==> config.mk <==
export PLATFORM = sky130hd
export DESIGN_NAME = instr_fetch_unit
export DESIGN_NICKNAME = d
export VERILOG_FILES = /design/src/rtl/instr_fetch_unit.sv
export SDC_FILE = /design/constraint.sdc
export NUM_CORES = 1
export LEC_CHECK = 0
export CAP_MARGIN = 20
export CORE_ASPECT_RATIO = 0.7
export CORE_MARGIN = 5
export CORE_UTILIZATION = 45
export CTS_CLUSTER_DIAMETER = 80
export DETAILED_ROUTE_END_ITERATION = 10
export PLACE_DENSITY = 0.95
export SETUP_SLACK_MARGIN = 0.4
export SKIP_CTS_REPAIR_TIMING = 1
export SYNTH_ARGS = -nofsm -noshare
export SYNTH_HDL_FRONTEND = slang
export SYNTH_SLANG_ARGS = --single-unit
export TNS_END_PERCENT = 1
==> constraint.sdc <==
create_clock -name clk -period 3.9 [get_ports clk]
set_input_delay 0.39 -clock clk [delete_from_list [all_inputs] [get_ports clk]]
set_output_delay 0.39 -clock clk [all_outputs]
set_load 0.05 [all_outputs]
==> src/rtl/instr_fetch_unit.sv <==
// Instruction fetch unit: PC register, instruction register and fetch/execute sequencing
// against a request/acknowledge instruction memory, with a fetch timeout and sticky halt/fault.
//
// state | meaning
// IDLE  | waiting for start, no memory request
// FETCH | imemReq high at pc, waiting for imemAck (bounded by TIMEOUT)
// EXEC  | instr valid for one cycle, next pc chosen from controller inputs
// HALT  | done seen; sticky until rst
// FAULT | fetch timeout or misaligned next pc; sticky until rst
module instr_fetch_unit #(
  parameter logic [31:0] RESET_PC = 32'h0000_0000,
  parameter int unsigned TIMEOUT  = 16
) (
  input  logic        clk,
  input  logic        rst,
  input  logic        start,
  output logic        imemReq,
  output logic [31:0] imemAddr,
  input  logic        imemAck,
  input  logic [31:0] imemData,
  output logic [31:0] instr,
  output logic [6:0]  op,
  output logic [2:0]  func3,
  output logic [6:0]  func7,
  output logic        instrValid,
  output logic [31:0] pc,
  output logic [31:0] pcPlus4,
  input  logic        pcSrc,
  input  logic        jalrSel,
  input  logic        done,
  input  logic [31:0] pcTarget,
  input  logic [31:0] aluResult,
  output logic        halted,
  output logic        fault
);

  typedef enum logic [2:0] {IDLE, FETCH, EXEC, HALT, FAULT} state_t;

  // The counter holds the number of ack-less FETCH cycles already completed,
  // so the TIMEOUT-th such cycle is the one where it reads TIMEOUT-1.
  localparam logic [7:0] TC_LAST = 8'(TIMEOUT - 1);

  state_t      state;
  logic [7:0]  tcnt;
  logic [31:0] pc_next;

  assign imemAddr = pc;
  assign pcPlus4  = pc + 32'd4;
  assign op       = instr[6:0];
  assign func3    = instr[14:12];
  assign func7    = instr[31:25];

  always_comb begin
    pc_next = pcPlus4;
    if (pcSrc) pc_next = jalrSel ? {aluResult[31:1], 1'b0} : pcTarget;
  end

  always_ff @(posedge clk or posedge rst) begin
    if (rst) begin
      state      <= IDLE;
      pc         <= RESET_PC;
      instr      <= '0;
      imemReq    <= 1'b0;
      instrValid <= 1'b0;
      halted     <= 1'b0;
      fault      <= 1'b0;
      tcnt       <= '0;
    end else begin
      case (state)
        IDLE: begin
          if (start) begin
            state   <= FETCH;
            imemReq <= 1'b1;
            tcnt    <= '0;
          end
        end
        FETCH: begin
          // an ack on the last allowed cycle still beats the timeout
          if (imemAck) begin
            instr      <= imemData;
            state      <= EXEC;
            imemReq    <= 1'b0;
            instrValid <= 1'b1;
          end else if (tcnt == TC_LAST) begin
            state   <= FAULT;
            imemReq <= 1'b0;
            fault   <= 1'b1;
          end else begin
            tcnt <= tcnt + 8'd1;
          end
        end
        EXEC: begin
          instrValid <= 1'b0;
          if (done) begin
            state  <= HALT;
            halted <= 1'b1;
          end else if (pc_next[1:0] != 2'b00) begin
            state <= FAULT;
            fault <= 1'b1;
          end else begin
            pc      <= pc_next;
            state   <= FETCH;
            imemReq <= 1'b1;
            tcnt    <= '0;
          end
        end
        default: begin
        end
      endcase
    end
  end

endmodule

==> results of run 1 <==
## final timing paths
| check | startpoint | end | slack, ps | depth (start not counted) |
|---|---|---|---|---|
| worst max-delay path | imemAddr[2] | pcPlus4[26] | 340 | 6 |
| worst min register to register | fault | fault | 460 | 1 |
| min in group clk | fault | fault | 460 | 1 |
| worst max register to register | state[0] | imemAddr[9] | 1080 | 7 |
| worst min-delay path | rst | instr[20] | 280 | 2 |
| max in group asynchronous | rst | imemAddr[26] | 2810 | 4 |
## worst register-to-register path: stages (launching register included)
cell and delay [ps]:
dfrtp_1 490, nor4b_4 310, buf_4 250, o21a_1 360
nand2_1 480, buf_4 370, and2_0 170, a211o_1 270
## where the power goes
part	total (mW)	internal (mW)	switching [mW]
sequential	1.57	1.14	0.429
combinational	4.29	1.46	2.83
clock	0.851	0.502	0.349
total	6.70	3.10	3.60
## cell families after synthesis
group                    Yosys count
multiplexers                      68
AO/OA/AOI/OAI                    111
adder cells (fa/ha/maj)            2
AND/OR/NAND/NOR                  156
XOR/XNOR                          28
flip-flops                        79
buffers and inverters             95
## layout by cell type (no fill, tap or decap), types with 2 or more instances in the layout
| cell | netlist | layout |
|---|---|---|
| o2bb2ai_1 | 6 | 6 |
| o22ai_1 | 6 | 6 |
| mux2_2 | 39 | 39 |
| o31ai_1 | 3 | 3 |
| o21a_1 | 7 | 7 |
| clkinv_2 | 0 | 2 |
| or2_1 | 2 | 2 |
| and3_1 | 18 | 18 |
| nand2b_1 | 3 | 3 |
| ha_1 | 2 | 2 |
| clkbuf_16 | 0 | 9 |
| nand3_2 | 2 | 2 |
| clkdlybuf4s50_1 | 0 | 247 |
| mux2i_1 | 29 | 29 |
| or2_2 | 2 | 2 |
| buf_2 | 14 | 2 |
| and4_1 | 6 | 6 |
| a2bb2oi_1 | 3 | 3 |
| a311oi_1 | 7 | 7 |
| xnor2_1 | 13 | 13 |
| nor2b_1 | 5 | 5 |
| a21oi_1 | 28 | 28 |
| nor3_1 | 21 | 21 |
| dfrtp_1 | 79 | 79 |
| xor2_1 | 15 | 15 |
| nor2_1 | 24 | 24 |
| nand2_1 | 29 | 29 |
| inv_1 | 8 | 7 |
| nor3b_1 | 2 | 2 |
| nor4_2 | 4 | 5 |
| a31oi_1 | 3 | 3 |
| o21ai_0 | 24 | 24 |
| o22a_1 | 5 | 5 |
| inv_6 | 0 | 3 |
| nand3_1 | 17 | 17 |
| buf_4 | 55 | 5 |
| a211oi_1 | 3 | 3 |
| nand4_1 | 7 | 7 |
| and2_1 | 5 | 5 |
## layout make-up
class	count	area share (%)
multi-input combinational	365	34.23
timing repair buffer	256	33.24
sequential	79	25.67
clock buffer	9	2.924
inverter	9	0.4548
tap	153	2.485
clock inverter	7	1.007
## flip-flops by register name (all words and copies together) (netlist names)
signal,flops
imemAddr,32
instr,32
tcnt,8
state,3
fault,1
halted,1
imemReq,1
instrValid,1
## layer usage
layer  vias up  part of all wire [%]  GRT usage [%]
met3        26                   7.5          6.667
met2       221                    51          42.02
li1       2271                     -              -
met4         0                   2.3          6.530
met5         -                     0              0
met1      2340                    40          27.81
## per-stage QoR
step	instance area (µm²)	hold slack, ps	total power [mW]	cells	worst slack [ps]
after detailed placement	7363	455.7	5.883	861	696.8
after global routing	7702	282.3	6.989	878	182.3
after floorplan	5204	470.1	4.604	539	880.7
after CTS	7666	470.0	6.751	877	292.7
final	7702	276.7	6.705	878	344.2
after global placement	7363	448.3	5.807	861	786.3
==> results.ini, run 1 <==
[sta]
finalClockSkew_ps = 7.040
setup_tns_ps = 0
fmax_ghz = 0.2812
rsz0062_at_grt = true
slew_viol_final = 0
slew_headroom_pct = 32.95
period_share_pct = 91.17
final.min_clock_period_ps = 3556
setup_viol = 0
hold_viol_final = 0
tightest_slew_ps = 995.2

[clock_tree]
clkSinkCount = 79
ctsHtreeMaxLevel = 3
cts_root_buf = clkbuf_16
tritoncts = done
cts_buffers = 9
insertion_delay_ps = 340
cts.path.max_buffers = 2
clkTransAtPathRegs_ps = 60

[run_status]
outcome = finished, final reports clean

[synth]
synth_common_cells = dfrtp_1, buf_4, mux2_2
yosys.area_share.simple_pct = 16.90
synth_top_area_share_pct = 37.99
synthXorXnorAreaFrac_pct = 4.713
synth_cell_types = 65
syn_nets = 644
ys.flop_type = dfrtp_1
synth_edf_count = 0
synth_fa_ha_area_share_pct = 0.4809
synth_area_um2 = 5204
muxShareOfSynthArea_pct = 14.02
syn_inst = 539
synth_top_cell_by_area = dfrtp_1
synth.area.top_cells = dfrtp_1, mux2_2, buf_4, mux2i_1, a21oi_1
synth_top_family_by_area = simple AND/OR/NAND/NOR gates
yosysWarnings = 0
async_reset_ff_share_pct = 100.0
ys_seq_area_share_pct = 37.99
post_synth.cell_area_avg_um2 = 9.654
ys_seq_elements = 79
synth.most_common_cell = dfrtp_1
synth-compound-area-share_pct = 14.43

[power_and_ir_drop]
power.density_nw_per_um2 = 870.5
power_leakage_nw = 3.171
vdd_drop_max_mv = 0.6358

[die]
core_area_um2 = 11170
start_util_pct = 46.58
row_count = 32
die_y_um = 99.97
dieWidth_um = 138.5
io_pins = 252
dieArea_um2 = 13850

[critical_path]
start_kind = register
slowest_delay_ps = 830
arrival_ps = 3170
end_kind = output port
critPathBufInv = 1
slowest_stage = clkdlybuf4s50_1
crit_fanout = 10
crit_type = register to output port
crit_chain = ha_1 > and3_1 > nand3_2 > nor4_2 > xor2_1 > clkdlybuf4s50_1
required_ps = 3510
crit_family = simple AND/OR/NAND/NOR gates

[detailed_routing]
route.detailed.drc = 0
ant_nets = 0
drtIter0Drc = 294
firstDrtPassIters = 4
drt-total-wl_um = 16630
wl_per_cell_um = 18.94
viasPerCell = 5.533
vias = 4858

[run]
maxCapViolations = 0

[place]
hpwl_um = 12710
port_buffers = 250
routabilityCongestion = 0.9057

[final_layout]
fillers = 794
drive_gt1_share_pct = 11.17
utilization_pct = 68.95
antenna_cells = 0
area_growth_pct = 48.02
multi_input_area_um2 = 2636
layout.nets = 825
seqCellArea_um2 = 1977

[hold_path]
hold_path_class = input pin to async pin

[global_route]
grt_max_degree = 63
antenna_found_initial = 0
grt_overflow = 0
grt_pass1_vias = 5113
grt_first_pass_wirelength_um = 26430
track_usage_pct = 23.43

Note: power is estimated with default switching activity, not from simulation.
==> inputs of run 2 (changes only) <==
- CORE_UTILIZATION: 45 -> 42
- CTS_BUF_LIST: unset -> sky130_fd_sc_hd__clkbuf_8 sky130_fd_sc_hd__clkbuf_16
- PLACE_DENSITY: 0.95 -> 0.9
- clock period: 3.9 -> 3.8 ns (I/O delays scaled with it)
==> run 2 against run 1 <==
Net effect: cell count grew 1.4%; core utilization shrank 6.1 points; clock-buffer cell count is the same; worst hold slack gained 120 ps; via count grew 0.39%; wire length is essentially flat.
==> results.ini, run 2 (same netlist as run 1, synthesis figures left out) <==
[clock_tree]
ctsHtreeMaxLevel = 3
tritoncts = done
cts.path.max_buffers = 2
insertion_delay_ps = 330
clkSinkCount = 79
cts_buffers = 9
cts_root_buf = clkbuf_16
clkTransAtPathRegs_ps = 70

[final_layout]
area_growth_pct = 48.52
fin_cells = 890
drive_gt1_share_pct = 11.40
final_common_cell = clkdlybuf4s50_1
most-common-layout-cells = clkdlybuf4s50_1, dfrtp_1, mux2_2
layout.nets = 828
antenna_cells = 0
post-route-cell-area_um2 = 7729
utilization_pct = 62.86

[detailed_routing]
firstDrtPassIters = 5
viasPerCell = 5.480
route.detailed.drc = 0
drt-total-wl_um = 16620
vias = 4877
drtIter0Drc = 281
ant_nets = 0
wl_per_cell_um = 18.68

[sta]
slew_viol_final = 0
tightest_slew_ps = 1039
setup_ws_ps = 299.2
setup_viol = 0
slew_headroom_pct = 29.98
setup_tns_ps = 0
hold_viol_final = 0
fmax_ghz = 0.2857
finalClockSkew_ps = 8.020
rsz0062_at_grt = true
fin_worst_hold_slack_ps = 392.7
final.min_clock_period_ps = 3501
period_share_pct = 92.13

[critical_path]
crit_type = register to output port
start_kind = register
crit_chain = ha_1 > and3_1 > nand3_2 > nor4_2 > xor2_1 > clkdlybuf4s50_1
path_depth = 6
r2r_start = state[0]
slowest_stage = clkdlybuf4s50_1
r2r_cells = 7
crit_fanout = 10
required_ps = 3420
critPathBufInv = 1
arrival_ps = 3120
end_kind = output port
crit_family = simple AND/OR/NAND/NOR gates
startpoint = imemAddr[2]
slowest_delay_ps = 830

[die]
die_y_um = 103.1
core_area_um2 = 12290
dieWidth_um = 143.0
start_util_pct = 42.33
row_count = 34
dieArea_um2 = 14750
io_pins = 252

[power_and_ir_drop]
finalPower_mw = 6.914
power_leakage_nw = 3.186
vdd_drop_max_mv = 0.7816
power.density_nw_per_um2 = 894.6

[global_route]
grt_first_pass_wirelength_um = 25450
track_usage_pct = 21.86
grt_max_degree = 62
use_met3_pct = 7.232
antenna_found_initial = 0
grt_use_met1_pct = 26.82
grt_pass1_vias = 4831
grt_overflow = 0
met2_usage_pct = 37.12
busiest_layer = met2

[place]
routabilityCongestion = 0.8452
place_area_um2 = 7397
hpwl_um = 12650
port_buffers = 250
numPlacedInstances = 873
dp_slack_ps = 693.8

[hold_path]
hold_path_class = input pin to async pin

[run_status]
outcome = finished, final reports clean

[run]
maxCapViolations = 0

run 2: cell type report:
type                            count  area [µm²]
Fill cell                         937        4566
Sequential cell                    79        1977
Clock inverter                      7       83.83
Multi-Input combinational cell    365        2630
Tap cell                          162       202.7
Inverter                            9       35.03
Timing Repair Buffer              259        2575
Clock buffer                        9       225.2
run 2: worst paths after layout:
check                          endpoint  slack (ps)
hold / removal                 instr[8]         390
hold reg to reg                  halted         480
setup / recovery            pcPlus4[30]         300
max in group asynchronous       tcnt[1]        2760
min in group clk           imemAddr[25]         440
setup reg to reg            imemAddr[5]        1090
run 2: routing by layer:
layer	routed length (µm)	share of wire, %
met5	0	0
met2	8016	48
met3	1727	10
met1	6591	40
met4	286	1.7
run 2: power breakdown:
group          switching [mW]  internal, mW
clock                   0.371         0.523
combinational            2.90          1.50
sequential              0.447          1.17
total                    3.72          3.19
==> inputs of run 3 (changes only) <==
- CORE_ASPECT_RATIO: 0.7 -> unset
==> run 3 against run 2 <==
Net effect: sequential cell count unchanged; cell count up 1.0%; final area about the same; total power down 1.3%; first-iteration DRC count down 3.6%; die area down 0.24%; sequential power about the same; clock power down 8.6%; worst hold slack worse by 93 ps; critical path type unchanged.
==> results.ini, run 3 (same netlist as run 1, synthesis figures left out) <==
[final_layout]
fin_cells = 899
final_common_cell = clkdlybuf4s50_1
drive_gt1_share_pct = 11.64
most-common-layout-cells = clkdlybuf4s50_1, dfrtp_1, mux2_2
layout.nets = 830
area_growth_pct = 48.62

[die]
core_area_um2 = 12060
dieArea_um2 = 14720
dieWidth_um = 121.3
die_y_um = 121.3
start_util_pct = 43.14
row_count = 40
io_pins = 252

[run]
maxCapViolations = 0

[sta]
setup_viol = 0
period_share_pct = 90.89
tightest_slew_ps = 1058
hold_viol_final = 0
final.min_clock_period_ps = 3454
slew_viol_final = 0
setup_tns_ps = 0
setup_ws_ps = 346.0
rsz0062_at_grt = true
finalClockSkew_ps = 10.14
slew_headroom_pct = 28.75
fmax_ghz = 0.2895

[clock_tree]
cts_buffers = 9
clkTransAtPathRegs_ps = 60
cts_root_buf = clkbuf_16
clkSinkCount = 79
tritoncts = done
ctsHtreeMaxLevel = 3
cts.path.max_buffers = 2
insertion_delay_ps = 330

[detailed_routing]
drt-total-wl_um = 16820
ant_nets = 0
firstDrtPassIters = 5
drtIter0Drc = 271
viasPerCell = 5.341
wl_per_cell_um = 18.71
vias = 4802
route.detailed.drc = 0

[power_and_ir_drop]
p_sw_share_pct = 54.31
pwr-share-comb_pct = 64.5
switchingPower_mw = 3.707
internal-power_mw = 3.118
p_clk_share_pct = 12.0
finalPower_mw = 6.825
power_leakage_nw = 3.175
vdd_drop_max_mv = 0.6326
power.density_nw_per_um2 = 882.5
pwr-share-seq_pct = 23.5

[place]
routabilityCongestion = 0.8280
dp_slack_ps = 698.9
port_buffers = 250
hpwl_um = 13110
numPlacedInstances = 881

[run_status]
outcome = finished, final reports clean

[global_route]
grt_first_pass_wirelength_um = 25770
antenna_found_initial = 1
grt_pass1_vias = 4897
grt_max_degree = 64
track_usage_pct = 22.00
grt_overflow = 0

[critical_path]
rr_endpoint = imemAddr[11]
startpoint = imemAddr[8]
required_ps = 3420
arrival_ps = 3070
crit_path_end = pcPlus4[19]
rrSetupSlack_ps = 1330
end_kind = output port
r2r_start = state[0]
crit_fanout = 9
crit_type = register to output port
start_kind = register
r2r_cells = 7

[hold_path]
hold_path_class = input pin to async pin

## run 3: stage by stage
step	area, µm²	utilization (%)	hold slack, ps
2_1_floorplan	5204	-	470.1
3_3_place_gp	7420	61.51	452.0
3_5_place_dp	7420	61.51	455.1
4_1_cts	7701	63.85	472.0
5_1_grt	7734	64.12	311.9
6_report	7734	64.12	299.8
## run 3: worst min-delay path by stage
| stage | cells past startpoint | endpoint |
|---|---|---|
| floorplan | 1 | tcnt[0] |
| global placement | 1 | fault |
| detailed placement | 1 | fault |
| CTS | 1 | fault |
| global route | 2 | instr[20] |
| finish | 2 | imemAddr[27] |
## run 3: cell type report
cell class,instances,area (µm²)
Antenna cell,1,2.502
Sequential cell,79,1977
Fill cell,949,4328
Timing Repair Buffer,261,2597
Multi-Input combinational cell,365,2630
Inverter,9,35.03
Clock buffer,9,225.2
Clock inverter,7,56.30
Tap cell,168,210.2
## run 3: worst max-delay path, stage by stage, from the launching register on
cell	delay (ps)
dfrtp_1	540
nand3_1	260
nor3_1	590
and3_1	320
xor2_1	200
clkdlybuf4s50_1	840
## run 3: power by group through the flow
| stage | registers, mW | logic (mW) | clock network, mW |
|---|---|---|---|
| floorplan | 2.53 | 2.19 | 0 |
| global placement | 1.58 | 4.37 | 0 |
| detailed placement | 1.61 | 4.41 | 0 |
| CTS | 1.61 | 4.43 | 0.832 |
| global route | 1.67 | 4.56 | 0.861 |
| finish | 1.61 | 4.40 | 0.817 |
## run 3: metal layers
| metal | wire (µm) | global-route usage (%) | vias up | share of wire [%] |
|---|---|---|---|---|
| li1 | - | - | 2275 | - |
| met1 | 6624 | 25.21 | 2257 | 39 |
| met2 | 8314 | 38.55 | 239 | 49 |
| met3 | 1395 | 6.480 | 31 | 8.3 |
| met4 | 486 | 8.333 | 0 | 2.9 |
| met5 | 0 | 0 | - | 0 |
